**config.mk**
```make
export PLATFORM = sky130hd
export DESIGN_NAME = scanline_irq_ctrl_flat
export DESIGN_NICKNAME = d
export VERILOG_FILES = /design/src/rtl/scanline_irq_ctrl_pkg.sv /design/src/rtl/scanline_irq_ctrl_if.sv /design/src/rtl/scanline_irq_ctrl_a12_edge_filter.sv /design/src/rtl/scanline_irq_ctrl.sv /design/src/flat_wrapper.sv
export SDC_FILE = /design/constraint.sdc
export NUM_CORES = 1
export LEC_CHECK = 0
export CORE_ASPECT_RATIO = 0.6
export CORE_MARGIN = 3
export CORE_UTILIZATION = 45
export DETAILED_ROUTE_END_ITERATION = 6
export PLACE_DENSITY_LB_ADDON = 0.12
export SYNTH_ARGS = -nofsm -noshare
export SYNTH_HDL_FRONTEND = slang
export SYNTH_SLANG_ARGS = --single-unit
```
**constraint.sdc**
```tcl
create_clock -name m2 -period 2.7 [get_ports m2]
set_input_delay 0.54 -clock m2 [delete_from_list [all_inputs] [get_ports m2]]
set_output_delay 0.54 -clock m2 [all_outputs]
set_load 0.01 [all_outputs]
```
**src/rtl/scanline_irq_ctrl_pkg.sv**
```systemverilog
// rtl/scanline_irq_ctrl_pkg.sv - shared mapper constants for the scanline IRQ block
package scanline_irq_ctrl_pkg;

  // Mapper register select encodings for the scanline IRQ register group
  typedef enum logic [1:0] {
    REG_LATCH   = 2'd0,
    REG_RELOAD  = 2'd1,
    REG_DISABLE = 2'd2,
    REG_ENABLE  = 2'd3
  } reg_sel_e;

  // A12 rising-edge filter states
  typedef enum logic [1:0] {
    LOW_WAIT = 2'd0,
    ARMED    = 2'd1,
    HIGH     = 2'd2
  } a12_state_e;

  localparam int A12_LOW_MIN_DEFAULT = 3;
  localparam int COUNTER_W           = 8;

endpackage

```
**src/rtl/scanline_irq_ctrl_if.sv**
```systemverilog
// rtl/scanline_irq_ctrl_if.sv - mapper register write bus into the scanline IRQ block
interface scanline_irq_ctrl_if;
  import scanline_irq_ctrl_pkg::*;

  logic                 reg_wr;
  logic [1:0]           reg_sel;
  logic [COUNTER_W-1:0] reg_data;

  modport master (
    output reg_wr,
    output reg_sel,
    output reg_data
  );

  modport slave (
    input reg_wr,
    input reg_sel,
    input reg_data
  );

endinterface

```
**src/rtl/scanline_irq_ctrl_a12_edge_filter.sv**
```systemverilog
// rtl/scanline_irq_ctrl_a12_edge_filter.sv - A12 synchronizer and low-time-qualified rise detector
module a12_edge_filter
  import scanline_irq_ctrl_pkg::*;
#(
  parameter int A12_LOW_MIN = A12_LOW_MIN_DEFAULT
) (
  input  logic m2,
  input  logic reset_n,
  input  logic ppu_a12,
  output logic clk_event
);

  localparam int CW = (A12_LOW_MIN < 2) ? 1 : $clog2(A12_LOW_MIN + 1);

  logic          a12_s1;
  logic          a12_s2;
  a12_state_e    state;
  logic [CW-1:0] low_cnt;

  always_ff @(posedge m2 or negedge reset_n) begin
    if (!reset_n) begin
      a12_s1    <= 1'b0;
      a12_s2    <= 1'b0;
      state     <= LOW_WAIT;
      low_cnt   <= '0;
      clk_event <= 1'b0;
    end else begin
      a12_s1    <= ppu_a12;
      a12_s2    <= a12_s1;
      clk_event <= 1'b0;
      case (state)
        LOW_WAIT: begin
          if (a12_s2) begin
            state <= HIGH;
          end else begin
            if (int'(low_cnt) < A12_LOW_MIN) begin
              low_cnt <= low_cnt + CW'(1);
            end
            if (int'(low_cnt) + 1 >= A12_LOW_MIN) begin
              state <= ARMED;
            end
          end
        end
        ARMED: begin
          if (a12_s2) begin
            state     <= HIGH;
            clk_event <= 1'b1;
          end
        end
        HIGH: begin
          // The falling sample itself is the first qualifying low cycle
          if (!a12_s2) begin
            low_cnt <= CW'(1);
            state   <= (A12_LOW_MIN <= 1) ? ARMED : LOW_WAIT;
          end
        end
        default: begin
          state   <= LOW_WAIT;
          low_cnt <= '0;
        end
      endcase
    end
  end

endmodule

```
**src/rtl/scanline_irq_ctrl.sv**
```systemverilog
// rtl/scanline_irq_ctrl.sv - scanline counter and IRQ register block driven by filtered A12 rises
module scanline_irq_ctrl
  import scanline_irq_ctrl_pkg::*;
#(
  parameter int A12_LOW_MIN      = A12_LOW_MIN_DEFAULT,
  parameter bit REV_A            = 1'b0,
  parameter bit USE_SCANLINE_IRQ = 1'b1
) (
  input  logic                  m2,
  input  logic                  reset_n,
  input  logic                  ppu_a12,
  scanline_irq_ctrl_if.slave    bus,
  output logic                  irq,
  output logic [COUNTER_W-1:0]  counter_q
);

  generate
    if (USE_SCANLINE_IRQ) begin : g_irq
      logic                 clk_event;
      logic [COUNTER_W-1:0] latch;
      logic [COUNTER_W-1:0] counter;
      logic                 reload_flag;
      logic                 enabled;
      logic                 pending;
      logic                 irq_n;

      logic [COUNTER_W-1:0] latch_nxt;
      logic [COUNTER_W-1:0] counter_nxt;
      logic [COUNTER_W-1:0] ev_cnt;
      logic                 reload_flag_nxt;
      logic                 enabled_nxt;
      logic                 pending_nxt;

      a12_edge_filter #(
        .A12_LOW_MIN (A12_LOW_MIN)
      ) u_filter (
        .m2        (m2),
        .reset_n   (reset_n),
        .ppu_a12   (ppu_a12),
        .clk_event (clk_event)
      );

      // Event is evaluated on pre-write state, then the register write lands on top
      always_comb begin
        latch_nxt       = latch;
        counter_nxt     = counter;
        ev_cnt          = counter;
        reload_flag_nxt = reload_flag;
        enabled_nxt     = enabled;
        pending_nxt     = pending;

        if (clk_event) begin
          if ((counter == '0) || reload_flag) begin
            ev_cnt          = latch;
            reload_flag_nxt = 1'b0;
          end else begin
            ev_cnt = counter - COUNTER_W'(1);
          end
          counter_nxt = ev_cnt;
          if ((ev_cnt == '0) && enabled &&
              (!REV_A || (counter != '0) || reload_flag)) begin
            pending_nxt = 1'b1;
          end
        end

        if (bus.reg_wr) begin
          case (reg_sel_e'(bus.reg_sel))
            REG_LATCH: begin
              latch_nxt = bus.reg_data;
            end
            REG_RELOAD: begin
              // A coincident event keeps its counter result; the flag forces the next load
              reload_flag_nxt = 1'b1;
              if (!clk_event) begin
                counter_nxt = '0;
              end
            end
            REG_DISABLE: begin
              enabled_nxt = 1'b0;
              pending_nxt = 1'b0;
            end
            REG_ENABLE: begin
              enabled_nxt = 1'b1;
            end
            default: begin
              enabled_nxt = enabled;
            end
          endcase
        end
      end

      always_ff @(posedge m2 or negedge reset_n) begin
        if (!reset_n) begin
          latch       <= '0;
          counter     <= '0;
          reload_flag <= 1'b0;
          enabled     <= 1'b0;
          pending     <= 1'b0;
          irq_n       <= 1'b1;
        end else begin
          latch       <= latch_nxt;
          counter     <= counter_nxt;
          reload_flag <= reload_flag_nxt;
          enabled     <= enabled_nxt;
          pending     <= pending_nxt;
          irq_n       <= ~pending_nxt;
        end
      end

      assign irq       = irq_n;
      assign counter_q = counter;
    end else begin : g_none
      assign irq       = 1'b1;
      assign counter_q = '0;
    end
  endgenerate

endmodule

```
**src/flat_wrapper.sv**
```systemverilog
// flat-port wrapper written by rule: the top's interface ports become plain ports
module scanline_irq_ctrl_flat import scanline_irq_ctrl_pkg::*;
#(
  parameter int A12_LOW_MIN      = A12_LOW_MIN_DEFAULT,
  parameter bit REV_A            = 1'b0,
  parameter bit USE_SCANLINE_IRQ = 1'b1
)
  (m2, reset_n, ppu_a12, irq, counter_q, bus_reg_wr, bus_reg_sel, bus_reg_data);
  scanline_irq_ctrl_if bus_i ();
  input  logic m2;
  input  logic reset_n;
  input  logic ppu_a12;
  output logic irq;
  output logic [COUNTER_W-1:0] counter_q;
  input wire logic [$bits(bus_i.reg_wr)-1:0] bus_reg_wr;
  input wire logic [$bits(bus_i.reg_sel)-1:0] bus_reg_sel;
  input wire logic [$bits(bus_i.reg_data)-1:0] bus_reg_data;
  assign bus_i.reg_wr = bus_reg_wr;
  assign bus_i.reg_sel = bus_reg_sel;
  assign bus_i.reg_data = bus_reg_data;
  scanline_irq_ctrl #(.A12_LOW_MIN(A12_LOW_MIN), .REV_A(REV_A), .USE_SCANLINE_IRQ(USE_SCANLINE_IRQ)) u_core (.m2(m2), .reset_n(reset_n), .ppu_a12(ppu_a12), .bus(bus_i), .irq(irq), .counter_q(counter_q));
endmodule
```
# ---- Word level (Yosys, flattened, before mapping)
# Index checks and enable logic that the tools add are counted.
dict set report totals {
  word_cells 65
  output_inout_bits 9
  register_bits 27
  inputBits 14
}
dict set report classes {
  n_reduce_logical 11
  n_eq_ne 10
  n_bitwise 2
  n_addsub 3
  magnitude_cmp 2
  n_mux 26
}
# cell n
set op_table {}
lappend op_table {{$mux W8} 6}
lappend op_table {{$logic_not A8 Y1} 2}
lappend op_table {{$mux W2} 7}
lappend op_table {{$pmux W2 S3} 2}
lappend op_table {{$mux W1} 10}
lappend op_table {{$ne A2 B2 Y1 const B} 4}
lappend op_table {{$sub A8 B1 Y8 const B} 1}
lappend op_table {{$eq A2 B2 Y1 const B} 3}
lappend op_table {{$eq A2 B1 Y1 const B} 2}
lappend op_table {{$logic_not A2 Y1} 2}
lappend op_table {{$reduce_and A2 Y1} 2}
lappend op_table {{$reduce_and A4 Y1} 1}
lappend op_table {{$add A2 B1 Y3 const B} 1}
lappend op_table {{$ge A3 B2 Y1 const B} 1}
lappend op_table {{$ne A3 B3 Y1 const B} 1}
lappend op_table {{$reduce_and A3 Y1} 1}
lappend op_table {{$add A2 B1 Y2 const B} 1}
lappend op_table {{$lt A2 B2 Y1 const B} 1}
lappend op_table {{$not A1 Y1} 2}
lappend op_table {{$pmux W1 S2} 1}
lappend op_table {{$reduce_bool A2 Y1} 1}
lappend op_table {{$logic_and A1 B1 Y1} 1}
lappend op_table {{$logic_or A1 B1 Y1} 1}

# ---- Logic depth before layout (Yosys ltp)
# Gate-level depths: netlist of the first run.
dict set report logic_depth {
  depth_word 11
  ltp_mapped 8
  ltp_nobuf 7
}

# ---- Modules after synthesis
# A second synthesis of the first run with hierarchy kept.
dict set report unflattened {
  hier_cells 134
  hier_area_um2 1450.1
}
# mod n_inst cells_per_inst area_each_um2 seq_area_each_um2
set by_module_without_submodules {}
lappend by_module_without_submodules {scanline_irq_ctrl 1 109 1141.1 501.7}
lappend by_module_without_submodules {a12_edge_filter 1 25 309.0 175.2}

# ---- Least setup slack after synthesis of the first run
# Ideal clock, no wire load.
dict set report synth_path {
  path_kind {register -> register}
  from {register u_core.g_irq.counter[0] (netlist: u_core.counter_q[0])}
  to {register u_core.g_irq.irq_n (netlist: u_core.irq)}
  path_stages_with_launch 8
  synth_period_minus_slack_ps 2324
  slack_ps 376
  required_time_ps 2618
  arrival_ps 2243
  setup_time_ps 82
  path_cell_list {dfrtp_1 -> inv_1 -> ha_1 -> nor3b_1 -> a21o_4 -> mux2_4 -> or4_4 -> o31a_1}
}
dict set report synth_via {
  elab_chain_len 11
}
# item line
set synth_lines {}
lappend synth_lines {{from (decl)} scanline_irq_ctrl.sv:21} ;# logic [COUNTER_W-1:0] counter;
lappend synth_lines {{from (signal assigned)} scanline_irq_ctrl.sv:102} ;# counter <= counter_nxt;
lappend synth_lines {{parallel branches: the longest is 2 deep, another holds $sub A8 B1 Y8} n/a}
lappend synth_lines {{$mux W8 *} scanline_irq_ctrl.sv:53} ;# if ((counter == '0) || reload_flag) begin
lappend synth_lines {{$mux W8 *} scanline_irq_ctrl.sv:52} ;# if (clk_event) begin
lappend synth_lines {{$logic_not A8 Y1 *} scanline_irq_ctrl.sv:60} ;# if ((ev_cnt == '0) && enabled &&
lappend synth_lines {{$logic_and A1 B1 Y1 *} scanline_irq_ctrl.sv:60}
lappend synth_lines {{$mux W1 *} scanline_irq_ctrl.sv:60}
lappend synth_lines {{$mux W1 *} scanline_irq_ctrl.sv:52}
lappend synth_lines {{$mux W1} scanline_irq_ctrl.sv:67} ;# case (reg_sel_e'(bus.reg_sel))
lappend synth_lines {{$mux W1 *} scanline_irq_ctrl.sv:66} ;# if (bus.reg_wr) begin
lappend synth_lines {{$not A1 Y1 *} scanline_irq_ctrl.sv:106} ;# irq_n <= ~pending_nxt;
lappend synth_lines {{to (signal assigned)} scanline_irq_ctrl.sv:106}
lappend synth_lines {{to (decl)} scanline_irq_ctrl.sv:25} ;# logic irq_n;
# Mark *: on every way between the ends. The select of a mux whose other input is x is not followed.
# A chain may end at the register's enable or synchronous reset.

# ---- Final worst setup path of the first run
# Same ends and word-level chain as after synthesis.

==> summary.md, run 1 <==
| Metric | Value |
|---|---|
| Outcome | `complete, no violations` |
| Synth-to-layout area growth | `23.6%` |
| Number of nets in the layout | `169` |
| GRT overflow | `0` |
| Synth Register Bits | `27` |
| Starting DRT DRC Count | `91` |
| Top_reg_cell synth | `dfrtp_1` |
| Arrival time of data at the critical path endpoint | `2.70 ns` |
| Reg2reg setup slack | `0.21 ns` |
| Min-delay worst type | `register to register` |
| Fmax | `0.402 GHz` |
| Post-CTS setup buffers | `0` |
| Antenna diode instance count | `0` |
| Sequential element share of the synthesized area | `0.493` |
| Clock skew | `0.00554 ns` |
| Remaining number of nets flagged by the antenna check after routing | `0` |
| Worst Slack Setup Final | `0.210 ns` |
| Delay of the slowest critical-path stage | `0.52 ns` |
| Hold buffer count at cts | `0` |
| Fraction of layout cells with a size suffix above 1 | `0.148` |
| Crit path capture type | `register` |
| Floorplan die width | `77.3 um` |
| Final setup viols | `0` |
| CTS tree | `built` |
| Class of the most critical setup path | `register to register` |
| Pwr/cell area | `821 mW/mm2` |
| Transition time at the pin with the least slew margin | `0.597 ns` |
| Final Wtd Congestion | `0.913` |
| Worst skew pair latency | `0.28 ns` |
| Setup tns final | `0 ns` |
| Deepest clock path buffer count | `2` |
| Proportion of synthesized flip-flops having asynchronous set or reset | `1.00` |
| Root cell of the clock tree | `clkbuf_8` |
| Total number of vias | `1027` |
| Max-slew headroom at the worst pin | `0.600` |
| Maximum number of pins on one net before global-route repair | `28` |
| Cell with the biggest individual delay on the critical path | `or4_4` |
| Clock H-tree levels | `1` |
| Wire length of the first global-routing pass | `5.02 mm` |
| Starting density of the core | `0.509` |
| Average wire length per cell after detail routing | `16.0 um` |
| Buffers on Ports | `22` |
| PostCTS Resize Cnt | `0` |
| Leakage power | `0.737 nW` |
| Final Hold Violating Endpoints | `0` |
| Worst hold slack | `0.366 ns` |
| Post-route minimum period | `2.49 ns` |
| Die area | `0.00377 mm2` |
| Part of the cycle the worst path needs | `0.922` |
| CP Data Required Time | `2.91 ns` |
| Vias in the first global route | `974` |
| Number of CTS-inserted buffers | `3` |
| Final count of pins violating max slew | `0` |
| Post-Synthesis Mean Instance Area | `11.2 um2` |
| DRC violations left | `0` |
| Worst slack, placed | `0.224 ns` |
| Std-Cell Core Area | `0.00270 mm2` |
| Layout Utilization | `0.629` |
| Number of antenna violations at the first check in global routing | `0` |
| Gate Count Post-Synth | `123` |
| Post-synth EDFFs | `0` |
| Largest driver fanout on the critical path | `14` |
| Number of detailed-route iterations in the first pass | `4` |
| Die Height | `48.8 um` |
| Unrepaired setup endpoints after global routing | `no` |
| Total wire length after detailed routing | `3.03 mm` |
| Number of warnings issued by yosys | `0` |
| Worst vdd ir | `372 uV` |
| Placed wire-length estimate | `2.27 mm` |
| Syn nets | `142` |
| Post-CTS clock slew at the launch and capture registers of the worst setup and hold paths | `0.09 ns` |
| Number of top-level pins | `23` |
| Detailed-route vias per instance | `5.43` |
| Max Cap Violations | `0` |
| Total number of placement rows | `14` |
| Count of different cell masters after synthesis | `39` |
| Startpoint class of the critical path | `register` |
| Overall track demand over capacity in global routing | `0.172` |
| Number of sinks handled by clock tree synthesis | `27` |
| List of cells traversed by the critical path | `inv_1 -> ha_1 -> nor3b_1 -> a21o_4 -> mux2_4 -> or4_4 -> o31a_1` |
| Netlist area before placement | `0.00137 mm2` |
-- flip-flops by register name (all words and copies together), names as in the netlist, named ones only --
register,flops
u_core.g_irq.u_filter.a12_s1,1
u_core.g_irq.u_filter.low_cnt,2
u_core.g_irq.reload_flag,1
u_core.g_irq.u_filter.state,2
u_core.counter_q,8
u_core.g_irq.enabled,1
u_core.g_irq.u_filter.a12_s2,1
u_core.irq,1
u_core.g_irq.u_filter.clk_event,1
u_core.g_irq.latch,8
-- critical path, delay by kind of cell (launching register included) --
kind	cells	cell delay, ns
buf+inv	1	0.11
flops	1	0.44
simple gates	2	0.88
fa+ha+maj	1	0.15
compound gates	2	0.52
mux	1	0.32
-- final cells by class --
class,count,area (um2)
clock buffer,3,41.3
clock inverter,1,5.00
fill,221,1000
inverter,8,30.0
multi-input combinational,86,658
sequential,27,677
tap,40,50.0
timing repair buffer,24,235
-- power by group --
| group | internal (mW) | switching, mW | total, mW |
|---|---|---|---|
| sequential | 0.485 | 0.117 | 0.602 |
| clock | 0.104 | 0.125 | 0.228 |
| combinational | 0.286 | 0.277 | 0.562 |
-- routing by layer --
layer / wire length, um / track usage / part of all wire
met2: 1150 / 0.221 / 0.38
met5: 0 / 0 / 0
met1: 1550 / 0.266 / 0.51
met4: 34 / 0.0503 / 0.011
met3: 290 / 0.0590 / 0.096
-- cells by family (layout without fill, tap and decap cells) --
family,count (synthesis),in the layout,share of synthesized area
mux,11,11,0.0912
buf+inv,10,36,0.0274
fa+ha+maj,5,5,0.0456
flops,27,27,0.493
compound gates,35,35,0.188
simple gates,32,32,0.136
xor+xnor,3,3,0.0191
-- per-stage QoR --
stage	cells	power, mW	cell area, um2
floorplan	123	0.967	1370
global placement	185	1.14	1650
detailed placement	185	1.17	1650
CTS	189	1.40	1700
global route	189	1.50	1700
finish	189	1.39	1700
-- layout by cell type, fill, tap and decap left out, types with 2 or more instances in the layout --
cell type,instances
a21oi_1,3
a22o_1,7
and3_1,2
buf_4,2
clkbuf_8,3
clkdlybuf4s50_1,22
dfrtp_1,26
ha_1,5
inv_1,8
mux2_2,8
mux2i_1,2
nand2_1,8
nand2b_1,2
nand3_1,2
nor2_1,4
nor2b_1,2
nor3_1,3
nor3b_1,2
nor4_1,2
o21ai_0,10
o21bai_1,2
o31a_1,2
xor2_1,3
-- synthesized netlist by cell type (2+ instances only) --
master / number / area [um2]
nor4_1: 2 / 12.5
nand2_1: 8 / 30.0
a21oi_1: 3 / 15.0
and3_1: 2 / 12.5
mux2_2: 8 / 90.1
dfrtp_1: 26 / 651
xor2_1: 3 / 26.3
nor2b_1: 2 / 12.5
nor2_1: 4 / 15.0
nand3_1: 2 / 10.0
a22o_1: 7 / 61.3
o21ai_0: 10 / 50.1
nand2b_1: 2 / 12.5
nor3b_1: 2 / 15.0
o21bai_1: 2 / 15.0
inv_1: 8 / 30.0
ha_1: 5 / 62.6
o31a_1: 2 / 17.5
clkbuf_1: 2 / 7.51
mux2i_1: 2 / 20.0
nor3_1: 3 / 15.0
-- path summary, 6_finish.rpt --
check	start	endpoint	cells past startpoint
min in group asynchronous	reset_n	u_core.counter_q[6]	2
hold reg to reg	u_core.g_irq.u_filter.a12_s1	u_core.g_irq.u_filter.a12_s2	0
setup reg to reg	u_core.counter_q[0]	u_core.irq	7
hold / removal	u_core.g_irq.u_filter.a12_s1	u_core.g_irq.u_filter.a12_s2	0
max in group asynchronous	reset_n	u_core.irq	2
setup / recovery	u_core.counter_q[0]	u_core.irq	7
No activity file was read; power rests on OpenSTA's default activity.
==> run 2, diff against run 1 <==
Settings changed: CELL_PAD_IN_SITES_DETAIL_PLACEMENT set to 1, CELL_PAD_IN_SITES_GLOBAL_PLACEMENT set to 2, CORE_UTILIZATION 45 to 34.
==> run 2 against run 1 <==
Worst setup slack improved by 0.11 ns. Power rose by 2.6%. Sequential power barely moved. Clock skew rose by 0.00068 ns. Clock power barely moved. Critical path type unchanged. Largest cell class unchanged. Highest routed layer unchanged.
==> summary.md, run 2 (same netlist as run 1, synthesis figures left out) <==
| Metric | Value |
|---|---|
| Startpoint class of the critical path | `register` |
| Placed wire-length estimate | `2.53 mm` |
| Outcome | `complete, no violations` |
| Final Wtd Congestion | `0.812` |
| Arrival time of data at the critical path endpoint | `2.59 ns` |
| Worst hold slack | `0.365 ns` |
| Number of detailed-route iterations in the first pass | `4` |
| Number of top-level pins | `23` |
| Class of the most critical setup path | `register to register` |
| Layout Cells excl Fill | `198` |
| Overall track demand over capacity in global routing | `0.148` |
| Vias in the first global route | `1038` |
| Post-CTS setup buffers | `0` |
| Total number of vias | `1035` |
| Number of nets in the layout | `171` |
| Total wire length after detailed routing | `3.28 mm` |
| Total number of placement rows | `17` |
| Final setup viols | `0` |
| Final count of pins violating max slew | `0` |
| Most common cell after layout, fill and taps aside | `dfrtp_1` |
| Post-route cell area | `0.00173 mm2` |
| Post-route minimum period | `2.38 ns` |
| Fraction of layout cells with a size suffix above 1 | `0.166` |
| Source of the worst hold timing path | `u_core.g_irq.u_filter.a12_s1` |
| Root cell of the clock tree | `clkbuf_8` |
| Launching point of the worst reg2reg path | `u_core.counter_q[4]` |
| Clock H-tree levels | `1` |
| Detailed-route vias per instance | `5.23` |
| Crit path capture type | `register` |
| Delay of the slowest critical-path stage | `0.51 ns` |
| Worst vdd ir | `267 uV` |
| CP Data Required Time | `2.91 ns` |
| Switching component of the power | `0.538 mW` |
| Crit path launch | `u_core.counter_q[4]` |
| Buffers on Ports | `22` |
| CTS tree | `built` |
| Cell total after placement | `194` |
| Deepest clock path buffer count | `2` |
| Floorplan die width | `88.0 um` |
| Antenna diode instance count | `0` |
| Min-delay worst type | `register to register` |
| Remaining number of nets flagged by the antenna check after routing | `0` |
| Average wire length per cell after detail routing | `16.6 um` |
| Std-Cell Core Area | `0.00376 mm2` |
| Fmax | `0.420 GHz` |
| Pwr/cell area | `829 mW/mm2` |
| Maximum number of pins on one net before global-route repair | `28` |
| Cell with the biggest individual delay on the critical path | `or4_4` |
| Starting DRT DRC Count | `102` |
| Leakage power | `0.749 nW` |
| Part of the cycle the worst path needs | `0.881` |
| Net switching share of the total power | `0.376` |
| Crit-path leading delay family | `simple AND/OR/NAND/NOR gates` |
| Clock skew | `0.00622 ns` |
| GRT overflow | `0` |
| Number of CTS-inserted buffers | `3` |
| Max-slew headroom at the worst pin | `0.708` |
| Overall power | `1.43 mW` |
| Number of sinks handled by clock tree synthesis | `27` |
| Synth-to-layout area growth | `25.7%` |
| Final Hold Violating Endpoints | `0` |
| Internal Dissipation | `0.892 mW` |
| Number of antenna violations at the first check in global routing | `0` |
| DRC violations left | `0` |
| Placed Area | `0.00167 mm2` |
| Buf+Inv Stages, Crit Path | `0` |
| Hold buffer count at cts | `0` |
| List of cells traversed by the critical path | `nor4_2 -> a21o_4 -> mux2_4 -> or4_4 -> o31a_1` |
| Transition time at the pin with the least slew margin | `0.434 ns` |
| Die area | `0.00486 mm2` |
| Clock share of power | `0.160` |
| Post-CTS clock slew at the launch and capture registers of the worst setup and hold paths | `0.09 ns` |
| Wire length of the first global-routing pass | `5.58 mm` |
| Max Cap Violations | `0` |
| Unrepaired setup endpoints after global routing | `no` |
| Reg power frac | `0.423` |
| Starting density of the core | `0.365` |
| PostCTS Resize Cnt | `0` |
| Worst skew pair latency | `0.27 ns` |
| Largest driver fanout on the critical path | `14` |
| Die Height | `55.2 um` |
| Commonest non-fill, non-tap cells in the layout | `dfrtp_1, clkdlybuf4s50_1, o21ai_0` |
| Setup tns final | `0 ns` |
| Combinational fraction of design power | `0.417` |
==> run 2: worst paths after layout <==
path                                                    endpoint  slack, ns  depth (start not counted)
worst max-delay path                                  u_core.irq       0.32                          5
worst min-delay path                u_core.g_irq.u_filter.a12_s2       0.37                          0
worst max register to register                        u_core.irq       0.32                          5
worst min register to register      u_core.g_irq.u_filter.a12_s2       0.37                          0
max in group asynchronous                             u_core.irq       1.76                          2
min in group asynchronous       u_core.g_irq.u_filter.low_cnt[0]       0.63                          2
==> run 2: worst register-to-register path: cells and delay by family (launching register included) <==
| family | cells | cell delay, ns |
|---|---|---|
| DFF | 1 | 0.48 |
| muxes | 1 | 0.32 |
| and+or+nand+nor | 2 | 0.99 |
| AOI/OAI and AO/OA | 2 | 0.52 |
==> run 2: layout make-up <==
class                      instances  area (um2)
fill                             427        2040
clock buffer                       3        41.3
timing repair buffer              26         250
inverter                           8        30.0
sequential                        27         677
tap                               47        58.8
clock inverter                     1        5.00
multi-input combinational         86         663
==> run 2: layer usage <==
metal	global-route usage	wire length, um	share of wire	vias to the layer above
li1	-	-	-	507
met5	0	0	0	-
met1	0.252	1820	0.55	493
met4	0.0129	12	0.0037	0
met2	0.189	1200	0.37	33
met3	0.0402	249	0.076	2
==> run 2: power groups by stage <==
stage                     clock (mW)  sequential, mW  combinational (mW)
after floorplan                    0           0.586               0.381
final                          0.229           0.604               0.597
after global placement             0           0.605               0.598
after CTS                      0.245           0.603               0.596
after global routing           0.258           0.624               0.670
after detailed placement           0           0.610               0.592
==> run 2: through the flow <==
step                      setup slack (ns)  utilization
after floorplan                      0.376            -
after global placement               0.269        0.445
after detailed placement             0.188        0.445
after CTS                            0.157        0.457
after global routing                 0.154        0.458
final                                0.321        0.458
